===== src/rtl/sd_block_server.sv =====
// Responder side of the sd_rd/sd_wr/sd_ack block handshake: serves 512-byte
// blocks of a linear disk image held in a byte-wide backing memory.
module sd_block_server #(
  parameter int MEM_AW  = 24,
  parameter int DIN_LAT = 1,
  parameter int ACK_GAP = 2
) (
  input  logic              clk,
  input  logic              reset_n,
  input  logic              img_mounted,
  input  logic [63:0]       img_size,
  input  logic [31:0]       sd_lba,
  input  logic              sd_rd,
  input  logic              sd_wr,
  output logic              sd_ack,
  output logic [8:0]        sd_buff_addr,
  output logic              sd_buff_wr,
  output logic [7:0]        sd_buff_dout,
  input  logic [7:0]        sd_buff_din,
  output logic [MEM_AW-1:0] mem_addr,
  output logic              mem_rd,
  output logic              mem_wr,
  output logic [7:0]        mem_wdata,
  input  logic [7:0]        mem_rdata,
  input  logic              mem_ready,
  output logic              err_oor
);

  localparam logic [7:0] LAT_LAST = 8'((DIN_LAT > 0) ? DIN_LAT - 1 : 0);
  localparam logic [7:0] GAP_LAST = 8'((ACK_GAP > 0) ? ACK_GAP - 1 : 0);

  typedef enum logic [2:0] {
    IDLE,
    RD_REQ,
    RD_PUSH,
    WR_ADDR,
    WR_CAP,
    WR_REQ,
    DONE,
    GAP
  } state_t;

  state_t      state_reg;
  state_t      state_next;

  logic [31:0] blk_cnt_reg;
  logic [31:0] lba_reg;
  logic [8:0]  idx_reg;
  logic        oor_reg;
  logic [7:0]  lat_cnt_reg;
  logic [7:0]  gap_cnt_reg;
  logic        sd_ack_reg;
  logic [7:0]  dout_reg;
  logic [7:0]  wdata_reg;

  logic        start_req;
  logic        last_byte;
  logic        byte_done;

  // Only bits [40:9] of the image size matter: whole blocks, 32-bit count.
  logic        unused_img_bits;
  assign unused_img_bits = ^{img_size[63:41], img_size[8:0]};

  assign start_req = sd_wr | sd_rd;
  assign last_byte = (idx_reg == 9'd511);
  assign byte_done = (state_reg == RD_PUSH)
                   | ((state_reg == WR_CAP) & oor_reg)
                   | ((state_reg == WR_REQ) & mem_ready);

  // State register
  always_ff @(posedge clk or negedge reset_n) begin
    if (!reset_n) begin
      state_reg <= IDLE;
    end else begin
      state_reg <= state_next;
    end
  end

  // Next-state logic
  always_comb begin
    state_next = state_reg;
    case (state_reg)
      IDLE: begin
        if (sd_wr) begin
          state_next = WR_ADDR;
        end else if (sd_rd) begin
          state_next = RD_REQ;
        end
      end
      RD_REQ: begin
        if (oor_reg || mem_ready) begin
          state_next = RD_PUSH;
        end
      end
      RD_PUSH: begin
        state_next = last_byte ? DONE : RD_REQ;
      end
      WR_ADDR: begin
        if (lat_cnt_reg == LAT_LAST) begin
          state_next = WR_CAP;
        end
      end
      WR_CAP: begin
        // Out-of-range writes never touch memory; the byte is simply dropped.
        if (oor_reg) begin
          state_next = last_byte ? DONE : WR_ADDR;
        end else begin
          state_next = WR_REQ;
        end
      end
      WR_REQ: begin
        if (mem_ready) begin
          state_next = last_byte ? DONE : WR_ADDR;
        end
      end
      DONE: begin
        state_next = (ACK_GAP > 0) ? GAP : IDLE;
      end
      GAP: begin
        if (gap_cnt_reg == GAP_LAST) begin
          state_next = IDLE;
        end
      end
      default: begin
        state_next = IDLE;
      end
    endcase
  end

  // Datapath and registered outputs
  always_ff @(posedge clk or negedge reset_n) begin
    if (!reset_n) begin
      blk_cnt_reg <= '0;
      lba_reg     <= '0;
      idx_reg     <= '0;
      oor_reg     <= 1'b0;
      lat_cnt_reg <= '0;
      gap_cnt_reg <= '0;
      sd_ack_reg  <= 1'b0;
      dout_reg    <= '0;
      wdata_reg   <= '0;
    end else begin
      if (img_mounted) begin
        blk_cnt_reg <= img_size[40:9];
      end

      // The block number is frozen here so a later lba bump cannot disturb it.
      if (state_reg == IDLE && start_req) begin
        lba_reg    <= sd_lba;
        oor_reg    <= (sd_lba >= blk_cnt_reg);
        idx_reg    <= '0;
        sd_ack_reg <= 1'b1;
      end else if (state_next == DONE) begin
        sd_ack_reg <= 1'b0;
      end

      if (byte_done) begin
        idx_reg <= last_byte ? 9'd0 : idx_reg + 9'd1;
      end

      if (state_reg == RD_REQ) begin
        if (oor_reg) begin
          dout_reg <= 8'h00;
        end else if (mem_ready) begin
          dout_reg <= mem_rdata;
        end
      end

      if (state_reg == WR_CAP) begin
        wdata_reg <= sd_buff_din;
      end

      lat_cnt_reg <= (state_reg == WR_ADDR) ? lat_cnt_reg + 8'd1 : 8'd0;
      gap_cnt_reg <= (state_reg == GAP) ? gap_cnt_reg + 8'd1 : 8'd0;
    end
  end

  // Output logic
  always_comb begin
    mem_rd     = 1'b0;
    mem_wr     = 1'b0;
    sd_buff_wr = 1'b0;
    err_oor    = 1'b0;
    case (state_reg)
      RD_REQ:  mem_rd     = ~oor_reg;
      RD_PUSH: sd_buff_wr = 1'b1;
      WR_REQ:  mem_wr     = 1'b1;
      DONE:    err_oor    = oor_reg;
      default: ;
    endcase
  end

  assign sd_ack       = sd_ack_reg;
  assign sd_buff_addr = idx_reg;
  assign sd_buff_dout = dout_reg;
  assign mem_wdata    = wdata_reg;
  assign mem_addr     = {lba_reg[MEM_AW-10:0], idx_reg};

endmodule

===== config.mk =====
export PLATFORM = sky130hd
export DESIGN_NAME = sd_block_server
export DESIGN_NICKNAME = d
export VERILOG_FILES = /design/src/rtl/sd_block_server.sv
export SDC_FILE = /design/constraint.sdc
export NUM_CORES = 1
export LEC_CHECK = 0
export ABC_AREA = 1
export ABC_CLOCK_PERIOD_IN_PS = 2400
export CORE_MARGIN = 2
export CORE_UTILIZATION = 46
export DETAILED_ROUTE_END_ITERATION = 10
export PLACE_DENSITY_LB_ADDON = 0.3
export RECOVER_POWER = 100
export REMOVE_ABC_BUFFERS = 1
export SYNTH_ARGS = -nofsm -noshare
export SYNTH_HDL_FRONTEND = slang
export SYNTH_SLANG_ARGS = --single-unit

===== constraint.sdc =====
create_clock -name clk -period 2.4 [get_ports clk]
set_clock_uncertainty 0.05 [all_clocks]
set_input_delay 0.48 -clock clk [delete_from_list [all_inputs] [get_ports clk]]
set_output_delay 0.48 -clock clk [all_outputs]
set_load 0.03 [all_outputs]

==> key figures, run 1 <==
Worst setup path
  – Most used cell, CP: inv_2
  – Worst path slowest cell: dfrtp_1
  – Critical Path RT: between 1500 and 2000 ps
  – Kind of critical path: reg -> out
  – Crit Path Max Fanout: 6
  – CP max stage delay: 460 ps
  – Crit path cell chain: inv_2 -> nand3_1 -> inv_2 -> dlygate4sd2_1
  – Critical Path Sink Type: output port
  – Arrival time worst endpoint: between 1500 and 2000 ps
  – CP Launch Type: flip-flop

Floorplan
  – Core Region: 10400 sq um
  – Die Y-Extent: 108 um
  – Site row count: 37
  – Die W: 108 um
  – Die area: roughly 12000 sq um
  – Starting Density: 0.476
  – I/O pins: 172

Place
  – Placed insts: a little over 800
  – I/O Buffers: about 140
  – DP HPWL: 8.68 mm
  – Gpl congestion: 0.865

Route
  – Routed via count: 4177
  – Via/cell ratio: 4.93
  – Remaining DRCs: 0
  – Final antenna-violating net count: 0
  – 1st-iter DRT viols: roughly 140
  – Overall routed net length: 11.2 mm
  – First-pass iteration count of the detailed router: 4
  – Detailed-route wire length per cell: 13.2 um

Pwr
  – Total power: 6.22 mW
  – PD cells: 940 nW/um^2
  – Leakage: roughly 3.3 nW
  – VDD IR max: 0.608 mV

Global route
  – First-pass GRT wire length: between 15 and 20 mm
  – Remaining global-route overflow: 0
  – GR Util All Layers: 0.203
  – Number of global-route vias before repair: 4306
  – Initial antenna violation count: 2
  – Largest net degree at the start of global routing: 66

STA
  – Pins Over Slew Limit: 0
  – Endpoints failing setup: 0
  – Achievable frequency: 0.453 GHz
  – Slew @ Worst Pin: 1010 ps
  – Min cycle time layout: 2210 ps
  – Final Hold Slack: 422 ps
  – Final hold violation count: 0
  – Worst slew margin: 0.327
  – Tcrit/Tclk final: 0.921

Logic synthesis
  – Register area share after synthesis: 0.472
  – Synthesis-stage register bit count: slightly above 90
  – Mean Syn Cell Area: 8.76 sq um
  – Synth cell types: 41
  – Netlist Area Pre-Place: 4930 sq um
  – Synth Instances: 563
  – YS warnings: 0

Finish
  – Largest register FFs: 32
  – Share of layout cells above drive strength 1: 0.0748
  – Final Core Density: 0.638
  – Fin cells: roughly 850
  – Layout Nets: 861
  – Filler cells: 899
  – Syn-to-layout area delta: 34.1%

CTS
  – Worst-Skew Late Latency: 360 ps
  – Clock tree from TritonCTS: done
  – Root buffer cell: clkbuf_8
  – CTS sink cnt: 93
  – CTS max path bufs: 2
  – CTS clk-pin slew, worst paths: 90 ps
  – H-Tree Depth: 3
  – Cts bufs inserted: 9

Outcome
  – Outcome: finished, final reports clean

Flow run
  – Max cap viols: 0

Min path
  – Hold WC Path Type: reg -> reg
## cells in the final DEF (no fill, tap or decap), types with 2 or more instances in the layout
master and count:
nor3_1 7, dlygate4sd2_1 4, bufinv_16 2, nor2_2 6, clkdlybuf4s50_1 85, ha_1 38
nand3_1 24, clkbuf_1 5, xor2_1 5, o21ai_1 2, dfrtp_1 92, o21ai_0 55
inv_2 3, and3_1 3, clkbuf_8 12, a21oi_1 24, dlygate4sd3_1 49, buf_4 8
nand4_1 6, nand2_1 141, inv_1 63, o22ai_1 3, mux2_2 9, nor3b_1 4
diode_2 2, nor3_2 2, nor2_1 38
## worst paths after layout
| check | start | endpoint | slack (ps) | cells past startpoint |
|---|---|---|---|---|
| worst min register to register | lba_reg[6]$_DFFE_PN0P_ | lba_reg[6]$_DFFE_PN0P_ | 420 | 2 |
| worst max register to register | sd_buff_addr[0]$_DFFE_PN0P_ | sd_ack$_DFFE_PN0P_ | 250 | 15 |
| worst min-delay path | lba_reg[6]$_DFFE_PN0P_ | lba_reg[6]$_DFFE_PN0P_ | 420 | 2 |
| worst max-delay path | state_reg[2]$_DFF_PN0_ | sd_buff_wr | 190 | 4 |
| max in group asynchronous | reset_n | blk_cnt_reg[27]$_DFFE_PN0P_ | 330 | 3 |
| min in group asynchronous | reset_n | sd_buff_dout[1]$_DFFE_PN0P_ | 670 | 2 |
## report_power, final
part           internal, mW  leakage, nW  switching (mW)  total (mW)
clock                 0.678        0.123           0.556        1.23
sequential             1.95         1.17           0.218        2.17
combinational          1.07         1.95            1.74        2.81
total                  3.70         3.25            2.51        6.22
## final cells by class
class,count,area (sq um),area share
flip-flops and latches,93,2330,0.352
multi-input cells,382,2160,0.327
repair buffers,152,1460,0.221
inverters,66,248,0.0374
well taps,136,170,0.0257
clock buffers,12,165,0.0250
clock inverters,4,77.6,0.0117
diodes,2,5.00,0.000756
## cells in the mapped netlist, drive strengths merged
cell	count	area share
a21boi	1	0.0015
a21o	1	0.0015
a21oi	24	0.024
a22o	1	0.0018
and3	3	0.0038
buf	14	0.024
clkbuf	8	0.0061
clkinv	1	0.0010
dfrtp	93	0.47
ha	39	0.099
inv	65	0.049
mux2	9	0.021
nand2	143	0.11
nand3	26	0.032
nand3b	1	0.0015
nand4	6	0.0076
nor2	45	0.043
nor3	9	0.012
nor3b	4	0.0061
nor4	1	0.0013
o211ai	1	0.0015
o21a	1	0.0015
o21ai	57	0.060
o21bai	1	0.0015
o22ai	3	0.0038
or2	1	0.0013
xor2	5	0.0089
## logic make-up after synthesis
| logic type | count (synthesis) | share of synthesized area |
|---|---|---|
| XOR/XNOR | 5 | 0.00888 |
| adder cells (fa/ha/maj) | 39 | 0.0989 |
| AND/OR/NAND/NOR | 239 | 0.222 |
| flip-flops | 93 | 0.472 |
| AO/OA/AOI/OAI | 90 | 0.0976 |
| buffers and inverters | 88 | 0.0804 |
| multiplexers | 9 | 0.0205 |
## layer usage
layer | vias to the layer above | share of wire | global-route usage
li1 | 2101 | - | -
met1 | 1959 | 0.43 | 0.243
met2 | 107 | 0.49 | 0.357
met3 | 10 | 0.065 | 0.0551
met4 | 0 | 0.012 | 0.0568
met5 | - | 0 | 0
## repair_timing
item                       CTS  global route
hold endpoints to repair     9             0
resized for setup            4             6
setup endpoints to repair    4             4
pin swaps                    0             1
setup buffers                0             2
hold buffers                 1             0
gates cloned                 0             0
## stage by stage
step	TNS (ps)	instance area (sq um)	worst slack [ps]
2_1_floorplan	-103	4790	-103
3_5_place_dp	0	6440	91.5
5_1_grt	-32.8	6620	-32.8
6_report	0	6620	190
4_1_cts	0	6690	67.8
3_3_place_gp	0	6440	174
## worst max-delay path: cells and delay by family, from the launching register on
family | cells | cell delay [ps]
buffers and inverters | 3 | 710
flip-flops | 1 | 460
AND/OR/NAND/NOR | 1 | 140
No activity file was read; power rests on OpenSTA's default activity.
==> inputs of run 2 (changes only) <==
--- a/config.mk
+++ b/config.mk
@@ -7,9 +7,9 @@
 export LEC_CHECK = 0
 export ABC_AREA = 1
 export ABC_CLOCK_PERIOD_IN_PS = 2400
-export CORE_MARGIN = 2
 export CORE_UTILIZATION = 46
 export DETAILED_ROUTE_END_ITERATION = 10
+export GPL_TIMING_DRIVEN = 0
 export PLACE_DENSITY_LB_ADDON = 0.3
 export RECOVER_POWER = 100
 export REMOVE_ABC_BUFFERS = 1
==> run 2 against run 1 <==
- fmax down 0.71%
- non-clock buffer count down 8
- hold slack worse by 2.2 ps
- worst setup slack worse by 16 ps
- utilization down 0.40 points
- clock-buffer cell count unchanged
- design area down 0.62%
- final cell count down 1.2%
- wire length down 3.2%
- critical path depth up 11
- sequential share of layout area up 0.24 points
- die area down 3.7%
- critical endpoint is now sd_ack$_DFFE_PN0P_
- largest power group unchanged
==> key figures, run 2 (synthesized netlist as in run 1, its figures left out) <==
STA
  – Worst slew margin: 0.0555
  – Achievable frequency: 0.449 GHz
  – Tcrit/Tclk final: 0.927
  – Pins Over Slew Limit: 0
  – Endpoints failing setup: 0
  – Final hold violation count: 0
  – Min cycle time layout: 2230 ps
  – Final Hold Slack: roughly 420 ps
  – Slew @ Worst Pin: 1420 ps
  – Setup ws final: 175 ps

Finish
  – Most common cell after layout, fill and taps aside: nand2_1
  – Commonest non-fill, non-tap cells in the layout: 140 x nand2_1, 96 x clkdlybuf4s50_1, 91 x dfrtp_1, 59 x inv_1, 53 x o21ai_0
  – Syn-to-layout area delta: 33.3%
  – Reg area: roughly 2300 sq um
  – Layout Nets: ~850
  – Ant. Diodes: 0
  – Multi-input gate area: 2190 sq um
  – Fin cells: 837
  – Filler cells: 914
  – Share of layout cells above drive strength 1: 0.0799
  – Post-route design area: between 6000 and 7000 sq um
  – Largest register FFs: 32

Worst setup path
  – WP buf/inv: 1
  – Crit path launch: sd_buff_addr[1]$_DFFE_PN0P_
  – Crit path cell chain: ha_1 -> nand2_1 -> nor2_2 -> nand3_2 -> nor3_4 -> ha_1 -> nand2_1 -> inv_1 -> nor2_2 -> nor2_2 -> nand3_1 -> nor2_2 -> nand3_1 -> nand2_1 -> nand2_1
  – Reg2reg start: sd_buff_addr[1]$_DFFE_PN0P_
  – Arrival time worst endpoint: 2400 ps
  – Crit Path Max Fanout: 4
  – Critical Path RT: 2580 ps
  – Top delay family on crit path: simple AND/OR/NAND/NOR gates
  – Worst path slowest cell: dfrtp_2
  – Kind of critical path: reg -> reg
  – Critical Path Sink Type: flip-flop
  – CP max stage delay: about 400 ps
  – CP Launch Type: flip-flop

CTS
  – H-Tree Depth: 3
  – Root buffer cell: clkbuf_8
  – Clock tree from TritonCTS: done
  – CTS sink cnt: 93
  – CTS max path bufs: 2
  – Worst-Skew Late Latency: 350 ps
  – CTS clk-pin slew, worst paths: 90 ps
  – Cts bufs inserted: 9

Floorplan
  – I/O pins: 172
  – Starting Density: 0.476
  – Die area: 11100 sq um
  – Core Region: a little over 10000 sq um
  – Site row count: 37
  – Die Y-Extent: 106 um
  – Die W: 106 um

Global route
  – Number of global-route vias before repair: 4221
  – Initial antenna violation count: 0
  – GR Util All Layers: 0.205
  – Largest net degree at the start of global routing: 71
  – Remaining global-route overflow: 0
  – First-pass GRT wire length: 18.4 mm

Route
  – Overall routed net length: 10.8 mm
  – 1st-iter DRT viols: 137
  – Via/cell ratio: slightly below 5
  – Final antenna-violating net count: 0
  – Remaining DRCs: 0
  – First-pass iteration count of the detailed router: 4
  – Detailed-route wire length per cell: 12.9 um
  – Routed via count: 4110

Min path
  – Hold WC Path Type: reg -> reg
  – Hold Path Origin: lba_reg[13]$_DFFE_PN0P_

Place
  – Gpl congestion: 0.831
  – DP HPWL: 8.17 mm
  – I/O Buffers: 139
  – Placed insts: 817
  – Dpl ws: -4.21 ps
  – Placed Area: 6370 sq um

Pwr
  – PD cells: 916 nW/um^2
  – VDD IR max: around 0.63 mV
  – Leakage: 3.21 nW

Outcome
  – Outcome: finished, final reports clean

Flow run
  – Max cap viols: 0
==> run 2: cell count changes in the layout (fill, tap and decap cells not counted), sizes merged, moves of 2 or more <==
cell	previous run	this run
clkinv	1	3
diode	2	0
dlygate4sd3	49	38
clkdlybuf4s50	85	96
bufinv	2	0
buf	8	4
clkbuf	18	14
==> run 2: stage by stage <==
| step | TNS, ps | util | power [mW] |
|---|---|---|---|
| detailed placement | -4.21 | 0.614 | 5.20 |
| CTS | 0 | 0.633 | 6.22 |
| floorplan | -103 | - | 3.99 |
| global placement | -257060 | 0.612 | 5.11 |
| global route | -27.0 | 0.634 | 6.45 |
| finish | 0 | 0.634 | 6.02 |
==> run 2: report_power, final <==
part           internal, mW  switching (mW)  leakage (nW)  total, mW
logic                  1.06            1.74          1.93       2.80
registers              1.96           0.242          1.17       2.20
clock network         0.466           0.555        0.0990       1.02
==> run 2: worst reg2reg max path, delay by kind of cell (launching register included) <==
family / cells / cell delay, ps
simple gates: 12 / 1220
flops: 1 / 400
buf+inv: 1 / 60
fa+ha+maj: 2 / 380
==> run 2: path summary, 6_finish.rpt <==
check                                         endpoint  slack [ps]  cells past startpoint
min                            lba_reg[13]$_DFFE_PN0P_         420                      2
max                                 sd_ack$_DFFE_PN0P_         170                     15
min reg2reg                    lba_reg[13]$_DFFE_PN0P_         420                      2
min in group asynchronous       state_reg[1]$_DFF_PN0_         930                      2
max reg2reg                         sd_ack$_DFFE_PN0P_         170                     15
max in group asynchronous  blk_cnt_reg[29]$_DFFE_PN0P_         400                      3
==> run 2: final cells by class <==
class / count / area share
flip-flops and latches: 93 / 0.354
multi-input cells: 382 / 0.334
repair buffers: 144 / 0.218
inverters: 66 / 0.0379
well taps: 136 / 0.0259
clock buffers: 12 / 0.0251
clock inverters: 4 / 0.00457
==> run 2: metal layers <==
metal  vias up  global-route usage  routed length [um]  share of wire
met3        11              0.0557                 669          0.062
li1       2076                   -                   -              -
met1      1924               0.251                4770           0.44
met4         0              0.0506                 113          0.010
met2        99               0.358                5280           0.49
met5         -                   0                   0              0
==> run 2: what timing repair did <==
item                                   in CTS  in global routing
setup endpoints to repair                   4                  3
buffers inserted                            0                  3
hold buffers                                1                  0
gates resized for setup                     4                  8
pin swaps                                   0                  2
gates cloned                                0                  0
endpoints found under the hold margin      23                  0
==> inputs of run 3 (changes only) <==
--- a/config.mk
+++ b/config.mk
@@ -7,10 +7,11 @@
 export LEC_CHECK = 0
 export ABC_AREA = 1
 export ABC_CLOCK_PERIOD_IN_PS = 2400
+export CORE_MARGIN = 2
 export CORE_UTILIZATION = 46
 export DETAILED_ROUTE_END_ITERATION = 10
 export GPL_TIMING_DRIVEN = 0
-export PLACE_DENSITY_LB_ADDON = 0.3
+export PLACE_DENSITY_LB_ADDON = 0.25
 export RECOVER_POWER = 100
 export REMOVE_ABC_BUFFERS = 1
 export SYNTH_ARGS = -nofsm -noshare
==> run 3 against run 2 <==
- hold slack improved by 2.5 ps
- sequential share of layout area down 0.11 points
- first-iteration DRC count rose by 18%
- fmax is 2.8% lower
- register-to-register slack worse by 60 ps
- non-clock buffer count grew 3
- die area is 3.8% higher
- critical path depth is the same
- critical path type unchanged
- critical endpoint unchanged
==> key figures, run 3 (synthesized netlist as in run 1, its figures left out) <==
Outcome
  – Outcome: finished, final reports clean

Place
  – Gpl congestion: 0.868
  – Dpl ws: -79.5 ps
  – DP HPWL: approximately 8.4 mm
  – Placed Area: 6370 sq um
  – I/O Buffers: 139
  – Placed insts: 817

Worst setup path
  – Crit Path Max Fanout: 3
  – Critical Path RT: 2590 ps
  – Arrival time worst endpoint: approximately 2500 ps
  – RR Endpoint: sd_ack$_DFFE_PN0P_
  – Kind of critical path: reg -> reg
  – Reg2reg setup slack: ~110 ps
  – FF-to-FF path depth: 15
  – CP Launch Type: flip-flop
  – Critical Path Sink Type: flip-flop
  – Reg2reg start: sd_buff_addr[1]$_DFFE_PN0P_

Floorplan
  – Core Region: approximately 10000 sq um
  – Site row count: 37
  – I/O pins: ~170
  – Die area: roughly 12000 sq um
  – Starting Density: 0.476
  – Die W: 108 um
  – Die Y-Extent: 108 um

STA
  – Endpoints failing setup: 0
  – Pins Over Slew Limit: 0
  – Slew @ Worst Pin: 1040 ps
  – Final hold violation count: 0
  – Tcrit/Tclk final: 0.954
  – Worst slew margin: 0.305
  – Achievable frequency: 0.437 GHz
  – Setup ws final: approximately 110 ps
  – Min cycle time layout: 2290 ps

Min path
  – Hold Path Origin: lba_reg[7]$_DFFE_PN0P_
  – Hold depth: 2
  – Hold WC Path Type: reg -> reg
  – End of the worst hold path: lba_reg[7]$_DFFE_PN0P_

Finish
  – Syn-to-layout area delta: 33.6%
  – Most common cell after layout, fill and taps aside: nand2_1
  – Commonest non-fill, non-tap cells in the layout: 139 x nand2_1, 95 x clkdlybuf4s50_1, 92 x dfrtp_1, 59 x inv_1, 53 x o21ai_0
  – Post-route design area: 6590 sq um
  – Largest register FFs: 32
  – Ant. Diodes: 0
  – Layout Nets: roughly 860
  – Share of layout cells above drive strength 1: 0.0852
  – Fin cells: 840

CTS
  – Cts bufs inserted: 9
  – CTS sink cnt: 93
  – Clock tree from TritonCTS: done
  – CTS max path bufs: 2
  – CTS clk-pin slew, worst paths: 90 ps
  – Root buffer cell: clkbuf_8
  – H-Tree Depth: 3
  – Worst-Skew Late Latency: 360 ps

Global route
  – First-pass GRT wire length: ~19 mm
  – Largest net degree at the start of global routing: 69
  – Remaining global-route overflow: 0
  – GR Util All Layers: 0.205
  – Number of global-route vias before repair: about 4200
  – Initial antenna violation count: 0

Route
  – Via/cell ratio: 4.97
  – Routed via count: 4177
  – First-pass iteration count of the detailed router: 4
  – 1st-iter DRT viols: between 150 and 200
  – Remaining DRCs: 0
  – Overall routed net length: about 11 mm
  – Detailed-route wire length per cell: ~13 um
  – Final antenna-violating net count: 0

Flow run
  – Max cap viols: 0

Pwr
  – Total power: 6.08 mW
  – PD cells: 923 nW/um^2
  – Leakage: 3.22 nW
  – VDD IR max: 0.847 mV
[run 3: worst max-delay path by stage]
stage	cells past startpoint	start	slack, ps	to
5_1_grt	15	sd_buff_addr[1]$_DFFE_PN0P_	-40	sd_ack$_DFFE_PN0P_
6_report	15	sd_buff_addr[1]$_DFFE_PN0P_	110	sd_ack$_DFFE_PN0P_
2_1_floorplan	15	sd_buff_addr[0]$_DFFE_PN0P_	-100	sd_ack$_DFFE_PN0P_
3_5_place_dp	7	sd_wr	-80	sd_buff_addr[8]$_DFFE_PN0P_
4_1_cts	15	sd_buff_addr[0]$_DFFE_PN0P_	10	sd_ack$_DFFE_PN0P_
3_3_place_gp	1	reset_n	-2710	blk_cnt_reg[25]$_DFFE_PN0P_
[run 3: power breakdown]
group / switching, mW / internal (mW) / total [mW]
clock network: 0.534 / 0.504 / 1.04
logic: 1.77 / 1.08 / 2.85
registers: 0.242 / 1.95 / 2.20
[run 3: through the flow]
| step | util | setup TNS [ps] | hold WS [ps] |
|---|---|---|---|
| finish | 0.636 | 0 | 423 |
| global route | 0.636 | -37.7 | 453 |
| CTS | 0.633 | 0 | 430 |
| detailed placement | 0.614 | -172 | 375 |
| global placement | 0.612 | -260920 | 406 |
| floorplan | - | -103 | 134 |
[run 3: cell type report]
cell class	instances	area [sq um]
Timing Repair Buffer	147	1440
Clock buffer	11	141
Clock inverter	5	50.0
Fill cell	909	3780
Sequential cell	93	2330
Tap cell	136	170
Multi-Input combinational cell	382	2210
Inverter	66	249
[run 3: timing repair]
item	in CTS	in global routing
resized for setup	5	12
hold endpoints to repair	25	0
pin swaps	0	6
buffers inserted	0	6
cloned	0	0
endpoints found under the setup margin	5	3
hold buffers	1	0
[run 3: layer usage]
metal / GRT usage / wire length (um) / up-vias
met5: 0 / 0 / -
met1: 0.245 / 4790 / 1969
met2: 0.355 / 5560 / 103
met3: 0.0593 / 726 / 14
met4: 0.0632 / 144 / 0
li1: - / - / 2091
[run 3: critical path, stage by stage, from the launching register on]
cell	delay, ps
dfrtp_1	400
ha_2	200
nand2_2	80
nor2_4	160
nand3_4	90
nor3_4	230
ha_2	240
nand2_1	60
inv_1	60
nor2_2	40
nor2_2	110
nand3_1	100
nor2_2	140
nand3_1	100
nand2_1	70
nand2_1	40
